**config.mk**
```make
export PLATFORM = sky130hd
export DESIGN_NAME = tlul_main_mem_adapter
export DESIGN_NICKNAME = d
export VERILOG_FILES = /design/src/rtl/tlul_main_mem_adapter_pkg.sv /design/src/rtl/tlul_pkg.sv /design/src/rtl/prim_fifo_sync.sv /design/src/rtl/tlul_rsp_intg_gen.sv /design/src/rtl/tlul_main_mem_adapter.sv
export SDC_FILE = /design/constraint.sdc
export NUM_CORES = 1
export LEC_CHECK = 0
export ABC_CLOCK_PERIOD_IN_PS = 3500
export BUFFER_PORTS_ARGS = -buffer_cell sky130_fd_sc_hd__buf_2
export CORE_ASPECT_RATIO = 1.1
export CORE_MARGIN = 5
export CORE_UTILIZATION = 45
export DETAILED_ROUTE_END_ITERATION = 7
export PLACE_DENSITY = 0.76
export SLEW_MARGIN = 30
export SYNTH_ARGS = -nofsm -noshare
export SYNTH_HDL_FRONTEND = slang
export SYNTH_SLANG_ARGS = --single-unit
```
**constraint.sdc**
```tcl
create_clock -name clk_i -period 3.5 [get_ports clk_i]
set_clock_uncertainty 0.1 [all_clocks]
set_input_delay 0.35 -clock clk_i [delete_from_list [all_inputs] [get_ports clk_i]]
set_output_delay 0.35 -clock clk_i [all_outputs]
set_load 0.05 [all_outputs]
```
**src/rtl/tlul_main_mem_adapter_pkg.sv**
```systemverilog
// Types shared by the main-memory adapter: the per-transaction tracker entry
// pushed on every accepted A request, the response entry captured on every
// memory rvalid, and the width helper for the outstanding counter.
package tlul_main_mem_adapter_pkg;

  typedef struct packed {
    logic [7:0] source;
    logic [1:0] size;
    logic [2:0] opcode;
    logic       err;
  } trk_entry_t;

  typedef struct packed {
    logic [31:0] rdata;
    logic        err;
  } rsp_entry_t;

  // Bits needed to count 0..n inclusive.
  function automatic int unsigned cnt_width(input int unsigned n);
    return $clog2(n + 1);
  endfunction

endpackage

```
**src/rtl/tlul_pkg.sv**
```systemverilog
// Minimal TL-UL type package: the A/D channel structs and opcode encodings
// used by the main-memory adapter. Field widths match a 32-bit TL-UL bus
// with 8-bit source IDs.
package tlul_pkg;

  typedef enum logic [2:0] {
    PutFullData    = 3'h0,
    PutPartialData = 3'h1,
    Get            = 3'h4
  } tl_a_op_e;

  typedef enum logic [2:0] {
    AccessAck     = 3'h0,
    AccessAckData = 3'h1
  } tl_d_op_e;

  typedef struct packed {
    logic [6:0] rsp_intg;
    logic [6:0] data_intg;
  } tl_d_user_t;

  typedef struct packed {
    logic        a_valid;
    logic [2:0]  a_opcode;
    logic [2:0]  a_param;
    logic [1:0]  a_size;
    logic [7:0]  a_source;
    logic [31:0] a_address;
    logic [3:0]  a_mask;
    logic [31:0] a_data;
    logic        d_ready;
  } tl_h2d_t;

  typedef struct packed {
    logic        d_valid;
    logic [2:0]  d_opcode;
    logic [2:0]  d_param;
    logic [1:0]  d_size;
    logic [7:0]  d_source;
    logic [0:0]  d_sink;
    logic [31:0] d_data;
    tl_d_user_t  d_user;
    logic        d_error;
    logic        a_ready;
  } tl_d2h_t;

endpackage

```
**src/rtl/prim_fifo_sync.sv**
```systemverilog
// Synchronous FIFO, Depth must be a power of two.
// Ports: wvalid_i/wdata_i push, rvalid_o/rdata_o show the head,
// rready_i pops. Pushes when full and pops when empty are ignored.
module prim_fifo_sync #(
  parameter int unsigned Width = 8,
  parameter int unsigned Depth = 4
) (
  input  logic             clk_i,
  input  logic             rst_ni,
  input  logic             wvalid_i,
  input  logic [Width-1:0] wdata_i,
  output logic             rvalid_o,
  input  logic             rready_i,
  output logic [Width-1:0] rdata_o
);
  localparam int unsigned PtrW = (Depth > 1) ? $clog2(Depth) : 1;

  logic [Width-1:0] mem_q [Depth];
  logic [PtrW-1:0]  wptr_q, rptr_q;
  logic [PtrW:0]    cnt_q;
  logic             push, pop;

  assign push     = wvalid_i && (cnt_q != (PtrW+1)'(Depth));
  assign pop      = rready_i && (cnt_q != '0);
  assign rvalid_o = (cnt_q != '0);
  assign rdata_o  = mem_q[rptr_q];

  always_ff @(posedge clk_i) begin
    if (push) mem_q[wptr_q] <= wdata_i;
  end

  always_ff @(posedge clk_i or negedge rst_ni) begin
    if (!rst_ni) begin
      wptr_q <= '0;
      rptr_q <= '0;
      cnt_q  <= '0;
    end else begin
      if (push) wptr_q <= wptr_q + PtrW'(1);
      if (pop)  rptr_q <= rptr_q + PtrW'(1);
      if (push && !pop)      cnt_q <= cnt_q + (PtrW+1)'(1);
      else if (pop && !push) cnt_q <= cnt_q - (PtrW+1)'(1);
    end
  end
endmodule

```
**src/rtl/tlul_rsp_intg_gen.sv**
```systemverilog
// Fills d_user integrity fields on a D-channel response; all other fields
// pass straight through. Uses a lightweight 7-bit XOR fold over the
// response header and over the data word.
module tlul_rsp_intg_gen
  import tlul_pkg::*;
(
  input  tl_d2h_t tl_i,
  output tl_d2h_t tl_o
);
  function automatic logic [6:0] fold7(input logic [34:0] v);
    return v[6:0] ^ v[13:7] ^ v[20:14] ^ v[27:21] ^ v[34:28];
  endfunction

  // Incoming d_user is always replaced.
  logic unused_user;
  assign unused_user = ^tl_i.d_user;

  always_comb begin
    tl_o = tl_i;
    tl_o.d_user.rsp_intg  = fold7({29'b0, tl_i.d_opcode, tl_i.d_size, tl_i.d_error});
    tl_o.d_user.data_intg = fold7({3'b0, tl_i.d_data});
  end
endmodule

```
**src/rtl/tlul_main_mem_adapter.sv**
```systemverilog
// TL-UL device endpoint on the DMA main-memory path.
// Ports: clk_i/rst_ni (async active-low); tl_i/tl_o TL-UL A and D channels;
// mem_req_o/mem_gnt_i request handshake with mem_we_o, mem_addr_o (byte
// offset from BaseAddr), mem_be_o, mem_wdata_o; mem_rvalid_i/mem_rdata_i/
// mem_err_i in-order responses, one per grant.
// Illegal requests never reach memory; they are answered locally with
// d_error=1, in order behind any earlier memory transactions.
module tlul_main_mem_adapter
  import tlul_pkg::*;
  import tlul_main_mem_adapter_pkg::*;
#(
  parameter int unsigned Outstanding  = 4,
  parameter logic [31:0] BaseAddr     = 32'h8000_0000,
  parameter logic [31:0] MemSize      = 32'h1000_0000,
  parameter int unsigned MemAddrWidth = 28
) (
  input  logic                    clk_i,
  input  logic                    rst_ni,
  input  tl_h2d_t                 tl_i,
  output tl_d2h_t                 tl_o,
  output logic                    mem_req_o,
  input  logic                    mem_gnt_i,
  output logic                    mem_we_o,
  output logic [MemAddrWidth-1:0] mem_addr_o,
  output logic [3:0]              mem_be_o,
  output logic [31:0]             mem_wdata_o,
  input  logic                    mem_rvalid_i,
  input  logic [31:0]             mem_rdata_i,
  input  logic                    mem_err_i
);
  localparam int unsigned CntW = cnt_width(Outstanding);

  logic [CntW-1:0]         inflight_q, inflight_d, mem_pend_q, mem_pend_d;
  logic                    req_q, req_d, we_q, we_d;
  logic [MemAddrWidth-1:0] addr_q, addr_d;
  logic [3:0]              be_q, be_d;
  logic [31:0]             wdata_q, wdata_d;
  tl_d2h_t                 d_q, d_d, d_raw;

  logic [31:0] a_offset;
  logic        a_in_range, a_op_ok, a_size_ok, a_mask_ok, a_aligned, a_err;
  logic        a_ready, a_hs, d_hs, mem_issue;
  trk_entry_t  trk_wdata, trk_head;
  rsp_entry_t  rsp_wdata, rsp_head;
  logic        trk_valid, rsp_valid, d_load;

  logic unused_param;
  assign unused_param = ^tl_i.a_param;

  // Request decode
  always_comb begin
    a_offset   = tl_i.a_address - BaseAddr;
    a_in_range = (tl_i.a_address >= BaseAddr) && (a_offset < MemSize);
    a_op_ok    = (tl_i.a_opcode == Get) || (tl_i.a_opcode == PutFullData) ||
                 (tl_i.a_opcode == PutPartialData);
    a_size_ok  = (tl_i.a_size != 2'd3);
    a_mask_ok  = !((tl_i.a_opcode == PutFullData) && (tl_i.a_size == 2'd2) &&
                   (tl_i.a_mask != 4'hF));
    case (tl_i.a_size)
      2'd1:    a_aligned = !tl_i.a_address[0];
      2'd2:    a_aligned = (tl_i.a_address[1:0] == 2'b00);
      default: a_aligned = 1'b1;
    endcase
    a_err = !(a_in_range && a_op_ok && a_size_ok && a_mask_ok && a_aligned);
  end

  // A new request may only be taken if the request register is free this
  // cycle, i.e. it is idle or being granted right now.
  assign a_ready   = (inflight_q < CntW'(Outstanding)) && !(req_q && !mem_gnt_i);
  assign a_hs      = tl_i.a_valid && a_ready;
  assign d_hs      = d_q.d_valid && tl_i.d_ready;
  assign mem_issue = req_q && mem_gnt_i;

  always_comb begin
    req_d   = req_q;
    we_d    = we_q;
    addr_d  = addr_q;
    be_d    = be_q;
    wdata_d = wdata_q;
    if (a_hs && !a_err) begin
      req_d   = 1'b1;
      we_d    = (tl_i.a_opcode != Get);
      addr_d  = {a_offset[MemAddrWidth-1:2], 2'b00};
      be_d    = tl_i.a_mask;
      wdata_d = tl_i.a_data;
    end else if (mem_issue) begin
      req_d = 1'b0;
    end
  end

  assign trk_wdata = '{source: tl_i.a_source, size: tl_i.a_size,
                       opcode: tl_i.a_opcode, err: a_err};
  assign rsp_wdata = '{rdata: mem_rdata_i, err: mem_err_i};

  prim_fifo_sync #(.Width($bits(trk_entry_t)), .Depth(Outstanding)) u_trk_fifo (
    .clk_i, .rst_ni,
    .wvalid_i (a_hs),
    .wdata_i  (trk_wdata),
    .rvalid_o (trk_valid),
    .rready_i (d_load),
    .rdata_o  (trk_head)
  );

  prim_fifo_sync #(.Width($bits(rsp_entry_t)), .Depth(Outstanding)) u_rsp_fifo (
    .clk_i, .rst_ni,
    .wvalid_i (mem_rvalid_i),
    .wdata_i  (rsp_wdata),
    .rvalid_o (rsp_valid),
    .rready_i (d_load && !trk_head.err),
    .rdata_o  (rsp_head)
  );

  // The D register is a one-entry output stage: the FIFO heads are consumed
  // when it loads, so it can refill in the same cycle as a D handshake.
  assign d_load = trk_valid && (trk_head.err || rsp_valid) && (!d_q.d_valid || d_hs);

  always_comb begin
    d_d = d_q;
    if (d_load) begin
      d_d.d_valid  = 1'b1;
      d_d.d_opcode = (trk_head.opcode == Get) ? AccessAckData : AccessAck;
      d_d.d_param  = '0;
      d_d.d_size   = trk_head.size;
      d_d.d_source = trk_head.source;
      d_d.d_sink   = '0;
      // Error entries have no memory data; their rsp_head is not theirs.
      d_d.d_data   = ((trk_head.opcode == Get) && !trk_head.err) ? rsp_head.rdata : '0;
      d_d.d_error  = trk_head.err || rsp_head.err;
    end else if (d_hs) begin
      d_d.d_valid = 1'b0;
    end
  end

  always_comb begin
    inflight_d = inflight_q;
    if (a_hs && !d_hs)      inflight_d = inflight_q + CntW'(1);
    else if (d_hs && !a_hs) inflight_d = inflight_q - CntW'(1);
    mem_pend_d = mem_pend_q;
    if (mem_issue && !mem_rvalid_i)      mem_pend_d = mem_pend_q + CntW'(1);
    else if (mem_rvalid_i && !mem_issue) mem_pend_d = mem_pend_q - CntW'(1);
  end

  always_ff @(posedge clk_i or negedge rst_ni) begin
    if (!rst_ni) begin
      inflight_q <= '0;
      mem_pend_q <= '0;
      req_q      <= 1'b0;
      we_q       <= 1'b0;
      addr_q     <= '0;
      be_q       <= '0;
      wdata_q    <= '0;
      d_q        <= '0;
    end else begin
      inflight_q <= inflight_d;
      mem_pend_q <= mem_pend_d;
      req_q      <= req_d;
      we_q       <= we_d;
      addr_q     <= addr_d;
      be_q       <= be_d;
      wdata_q    <= wdata_d;
      d_q        <= d_d;
    end
  end

  always_comb begin
    d_raw         = d_q;
    d_raw.a_ready = a_ready;
    d_raw.d_user  = '0;
  end

  tlul_rsp_intg_gen u_intg (
    .tl_i (d_raw),
    .tl_o (tl_o)
  );

  assign mem_req_o   = req_q;
  assign mem_we_o    = we_q;
  assign mem_addr_o  = addr_q;
  assign mem_be_o    = be_q;
  assign mem_wdata_o = wdata_q;

  rvalid_without_req_a: assert property (@(posedge clk_i) disable iff (!rst_ni)
    mem_rvalid_i |-> (mem_pend_q != '0));

endmodule
```
Word level (Yosys, flattened, before mapping):

Memory sizes are Yosys's and may differ from the RTL's.
Index checks and enable logic that the tools add are counted.

* output and inout bits: 132
* RAM bits: 188
* bits in registers: 128
* memories: 2

* reduce and logical (&&, ||, !) cells: 54
* $add $sub $neg: 11
* multiplexer cells: 17
* $lt $le $gt $ge: 3
* equal/unequal tests: 10
* bitwise gates (word level): 4

Memories
* u_rsp_fifo.mem_q: words 4, width 33, read ports 1, clocked after Yosys merged registers in 0, write ports 1, line prim_fifo_sync.sv:18 `logic [Width-1:0] mem_q [Depth];`
* u_trk_fifo.mem_q: words 4, width 14, read ports 1, clocked after Yosys merged registers in 0, write ports 1, line prim_fifo_sync.sv:18

Operators with widths (number)
* $ge 32x32->1 const B: 1
* $lt 32x29->1 const B: 1
* $mux 32: 1
* $sub 32x32->32 const B: 1
* $logic_and 1x1->1: 27
* $xor 7x7->7: 3
* $mux 3: 6
* $logic_not 1->1: 13
* $reduce_bool 2->1: 5
* $add 3x1->3 const B: 3
* $mux 1: 9
* $ne 3x3->1 const B: 3
* $sub 3x1->3 const B: 3
* $add 2x1->2 const B: 4
* $xor 7x4->7: 1
* $eq 3x3->1 const B: 2
* $reduce_bool 3->1: 2
* $logic_or 1x1->1: 5
* $ne 4x4->1 const B: 1
* $eq 3x1->1 const B: 1
* $logic_not 3->1: 1
* $lt 3x3->1 const B: 1
* $eq 2x1->1 const B: 1
* $eq 2x2->1 const B: 1
* 3 further kinds: 3

Logic depth before layout (Yosys ltp):

* depth in word-level cells: 10
* depth in mapped cells: 11
* gate-level depth less buffers: 9

By module:

From an unflattened synthesis, not the netlist that was laid out.

* cells, all modules: 674
* area total of the unflattened synthesis: 12971.2 um^2

Modules (own cells, without submodules)
* prim_fifo_sync (u_rsp_fifo): cells each 207, area each 5220.0 um^2, times used 1
* tlul_main_mem_adapter: cells each 279, area each 4606.9 um^2, times used 1
* prim_fifo_sync (u_trk_fifo): cells each 107, area each 2458.6 um^2, times used 1
* tlul_rsp_intg_gen: cells each 81, area each 685.7 um^2, times used 1

Least setup slack after synthesis:

Ideal clock, no wire load.

* path type: reg2reg
* start: register u_trk_fifo.rptr_q[0]
* end: register u_trk_fifo.cnt_q[2]
* setup slack: 0.526 ns
* library setup time: 0.079 ns
* cell stages (with the launch flop): 12
* data arrival time: 2.795 ns
* path buffers: 3
* cell sequence: dfrtp_1 > clkbuf_1 > mux4_2 > o211ai_1 > buf_2 > buf_2 > ha_1 > inv_1 > fa_1 > xor2_1 > nor2_1 > xor2_1

* word-level cells in the longest chain between the ends: 8
* elaborated cells between the ends (all ways): 10
* those cells by class: mux (1); reduce/logical (8); memory (1)

RTL lines
* start: declaration: line prim_fifo_sync.sv:19 `logic [PtrW-1:0] wptr_q, rptr_q;`
* start signal: assignment: line prim_fifo_sync.sv:39 `if (pop) rptr_q <= rptr_q + PtrW'(1);`
* $mem_v2 4x14 (*)
* $logic_or 1x1->1 (*): line tlul_main_mem_adapter.sv:115 `assign d_load = trk_valid && (trk_head.err || rsp_valid) && (!d_q.d_valid || d_hs);`
* $logic_and 1x1->1 (*) (2 in a row): line tlul_main_mem_adapter.sv:115
* $logic_and 1x1->1 (*): line prim_fifo_sync.sv:24 `assign pop = rready_i && (cnt_q != '0);`
* $logic_not 1->1: line prim_fifo_sync.sv:40 `if (push && !pop) cnt_q <= cnt_q + (PtrW+1)'(1);`
* $logic_and 1x1->1: line prim_fifo_sync.sv:40
* $mux 3 or $reduce_bool 2->1 (tied branches)
* end signal: assignment: line prim_fifo_sync.sv:40
* end signal: assignment: line prim_fifo_sync.sv:41 `else if (pop && !push) cnt_q <= cnt_q - (PtrW+1)'(1);`
* end: declaration: line prim_fifo_sync.sv:20 `logic [PtrW:0] cnt_q;`

Every way passes the cells marked *; elsewhere a longest branch is shown, timed or not.
A chain may end at the register's enable or synchronous reset.

Worst setup path in the final report:

* start: register req_q, in the netlist mem_req_o
* end: register u_trk_fifo.cnt_q[2]

* word-level cells in the longest chain between the ends: 8
* elaborated cells between the ends (all ways): 10
* those cells by class: mux (1); reduce/logical (9)

RTL lines
* start: declaration: line tlul_main_mem_adapter.sv:34 `logic req_q, req_d, we_q, we_d;`
* start signal: assignment: line tlul_main_mem_adapter.sv:156 `req_q <= req_d;`
* $logic_and 1x1->1 (*): line tlul_main_mem_adapter.sv:69 `assign a_ready = (inflight_q < CntW'(Outstanding)) && !(req_q && !mem_gnt_i);`
* $logic_not 1->1 (*): line tlul_main_mem_adapter.sv:69
* $logic_and 1x1->1 (*): line tlul_main_mem_adapter.sv:69
* $logic_and 1x1->1 (*): line tlul_main_mem_adapter.sv:70 `assign a_hs = tl_i.a_valid && a_ready;`
* $logic_and 1x1->1 (*): line prim_fifo_sync.sv:23 `assign push = wvalid_i && (cnt_q != (PtrW+1)'(Depth));`
* net u_trk_fifo.push: line prim_fifo_sync.sv:21 `logic push, pop;`
* $logic_not 1->1: line prim_fifo_sync.sv:41
* $logic_and 1x1->1: line prim_fifo_sync.sv:41
* $reduce_bool 2->1 (no line)

Mark *: on every way through the listed nets, which the timed path passes. The rest lies on a longest branch.

==> results.yml <==
layout:
  nets: 1132
  antenna_cells: 0
  drive_gt1_share_pct: 42.66
  regArea_um2: 8800
  fillers: 2031
  multi_input_area_um2: 3411
  final_cells: 1378
  fin_util_pct: 58.33
  area_delta_synth_final_pct: 29.06
synthesis:
  postSynthAreaPerCell_um2: 19.60
  synth_seq_area_share_pct: 70.46
  yosys_warnings: 0
  synth_top_area_share_pct: 45.21
  synth_area_leaders: "edfxtp_1 45%, dfrtp_1 25%, mux4_2 7.9%, mux2_4 7.1%, a32o_1 2.6%"
  yosys.area.top_type: "edfxtp_1"
  syn_inst: 637
  synth.ff_latch_count: 314
  synth_area_um2: 12490
  yosysUniqueCellTypes: 37
clock_tree:
  htreeDepth: 2
  tritoncts: "yes"
  cts.sinks: 314
  clkSlewWorstSetupHoldPaths_ns: 0.06
  cts_inserted_buffers: 34
  clkLatencyLatePin_ns: 0.50
  clk_path_buf_depth: 3
  cts_root_buf: "clkbuf_16"
  cts_resized: 0
worst_setup_path:
  reg2reg_slack_ns: 0.83
  worstPathMaxFanout: 7
  rr_worst_depth: 10
  critPathKind: "register to register"
  cp-endpoint: "u_trk_fifo.cnt_q[2]"
  cp-end-kind: "register"
  startpoint_type: "register"
  r2r-end: "u_trk_fifo.cnt_q[2]"
  rr_startpoint: "mem_req_o"
  crit_arrival_ns: 2.98
  crit_required_ns: 3.81
  crit_path_start: "mem_req_o"
sta:
  slew_headroom_pct: 52.29
  tightest_slew_ns: 0.7157
  post-route-period-util_pct: 76.39
  final.setup.worst_slack_ns: 0.8265
  rsz0062_at_grt: "false"
  final.setup.tns_ns: 0
  fmax_ghz: 0.3740
  setup_viol: 0
  min_period_ns: 2.673
  drv_slew: 0
  hold_viol: 0
global_route:
  grt_pass1_vias: 7537
  grt_pass1_wl_um: 42300
  track_usage_pct: 17.31
  antenna_found_initial: 0
  grt_max_degree: 71
  overflow: 0
min_path:
  min_path_type: "input port to register"
  whs_path_depth: 2
detailed_routing:
  postRouteAntennaNets: 0
  avgViaCountPerCell: 5.117
  drtIter0Drc: 411
  wl_um: 27710
  avgRoutedWirePerCell_um: 20.11
  drc: 0
  vias: 7051
  firstDrtPassIters: 5
floorplan:
  row_count: 64
  start_util_pct: 45.20
  dieArea_um2: 31180
  dieWidth_um: 168.8
  pin_count: 255
  coreArea_um2: 27630
  die_h_um: 184.7
power_and_ir_drop:
  ir_worst_vdd_mv: 1.135
  p_leak_nw: 6.933
  comb_power_share_pct: 38.3
  p_int_mw: 8.734
  p_seq_share_pct: 37.7
  power_frac_clock_pct: 24.0
  power_density_nw_per_um2: 881.9
  switching_power_mw: 5.478
  power.total_mw: 14.21
  swShare_pct: 38.55
flow_run:
  maxCapViolations: 0
placed_design:
  globalplace.congestion: 0.7382
  pre_cts_ws_ns: 0.8087
  place_inst: 1221
  dpl.hpwl_um: 17320
  io_buffers: 240
status:
  status: "finished, final reports clean"
cell usage in the layout, fill, tap and decap left out, types with 3 or more instances in the layout:
cell type,count
conb_1,11
nand2b_1,3
xor2_1,10
buf_2,239
mux2_2,19
mux2_4,59
clkbuf_1,5
inv_1,13
xnor2_1,30
nor2_1,11
a32o_1,32
dlygate4sd3_1,98
clkinv_1,4
clkbuf_8,4
buf_4,13
mux4_2,44
clkinv_2,6
ha_1,14
nand2_1,5
fa_1,3
nor3_1,3
clkbuf_16,36
and2_1,8
dfrtp_1,125
edfxtp_1,188
power groups by stage:
stage,Clock (mW),Combinational (mW),Sequential (mW)
after floorplan,0,3.03,6.37
after global placement,0,5.33,5.38
after detailed placement,0,5.39,5.44
after CTS,3.49,5.51,5.38
after global routing,3.65,5.76,5.47
final,3.41,5.44,5.36
synthesized netlist by cell type:
cell type,n
edfxtp_1,188
dfrtp_1,126
mux2_4,59
mux4_2,44
a32o_1,32
xnor2_1,30
mux2_2,19
buf_4,16
clkbuf_1,14
ha_1,14
inv_1,13
nor2_1,11
xor2_1,10
and2_1,8
buf_2,7
buf_6,6
nand2_1,5
a21oi_1,3
fa_1,3
nand2b_1,3
nor3_1,3
a21boi_1,2
nor2b_1,2
nor4b_1,2
nor4bb_1,2
o211ai_1,2
o21ai_0,2
or3_1,2
a2111oi_4,1
buf_1,1
conb_1,1
nand3_1,1
nand4_1,1
nor3b_1,1
nor4_2,1
o2111ai_4,1
or4b_4,1
worst min-delay path by stage:
stage | start | to | slack [ns]
after floorplan | rst_ni | d_q[16] | -0.05
after global routing | tl_i[36] | mem_be_o[3] | 0.001
after CTS | tl_i[36] | mem_be_o[3] | 0.0008
after detailed placement | rst_ni | d_q[55] | 0.27
after global placement | rst_ni | d_q[55] | 0.27
final | tl_i[59] | mem_addr_o[22] | 0.03
kinds of logic after synthesis:
family | Yosys count | synth area share (%)
compound gates | 43 | 3.437
other cells | 1 | 0.03003
simple gates | 43 | 2.014
mux | 122 | 16.74
buf+inv | 57 | 2.625
fa+ha+maj | 17 | 1.884
flops | 314 | 70.46
xor+xnor | 40 | 2.806
flip-flops by register name (all words and copies together) (netlist names):
signal / cells
d_q: 45
inflight_q: 3
mem_addr_o: 26
mem_be_o: 4
mem_req_o: 1
mem_wdata_o: 32
mem_we_o: 1
u_rsp_fifo.cnt_q: 3
u_rsp_fifo.mem_q: 132
u_rsp_fifo.rptr_q: 2
u_rsp_fifo.wptr_q: 2
u_trk_fifo.cnt_q: 3
u_trk_fifo.mem_q: 56
u_trk_fifo.rptr_q: 2
u_trk_fifo.wptr_q: 2
stage by stage:
stage	area, um2	hold slack, ns
final	16120	0.02900
after global routing	16120	0.001438
after CTS	16110	0.0008075
after detailed placement	14060	0.2686
after global placement	14060	0.2660
after floorplan	12520	-0.04559
timing repair:
| item | CTS | global route |
|---|---|---|
| hold buffers | 97 | 1 |
| endpoints found under the hold margin | 275 | 1 |
| buffers inserted | 0 | 0 |
worst max-delay path, cell delays in order, from the launching register on:
cell      delay, ns
dfrtp_1        0.37
nor2b_1        0.17
nor3b_1        0.19
buf_4          0.17
a21boi_1       0.44
ha_1           0.28
inv_1          0.07
fa_1           0.37
xor2_1         0.16
nor2_1         0.13
xor2_1         0.15
area by class of cell:
type | count | share of cell area, %
clock buffers | 45 | 6.048
repair buffers | 353 | 14.43
inverters | 13 | 0.3028
well taps | 363 | 2.818
multi-input cells | 276 | 21.16
flip-flops and latches | 314 | 54.60
clock inverters | 14 | 0.6289
layer usage:
metal / global-route usage [%] / vias to the layer above / part of all wire [%]
li1: - / 3144 / -
met1: 21.67 / 3578 / 38
met2: 30.55 / 283 / 52
met3: 3.732 / 46 / 7.1
met4: 4.870 / 0 / 2.2
met5: 0 / - / 0
No activity file was read; power rests on OpenSTA's default activity.
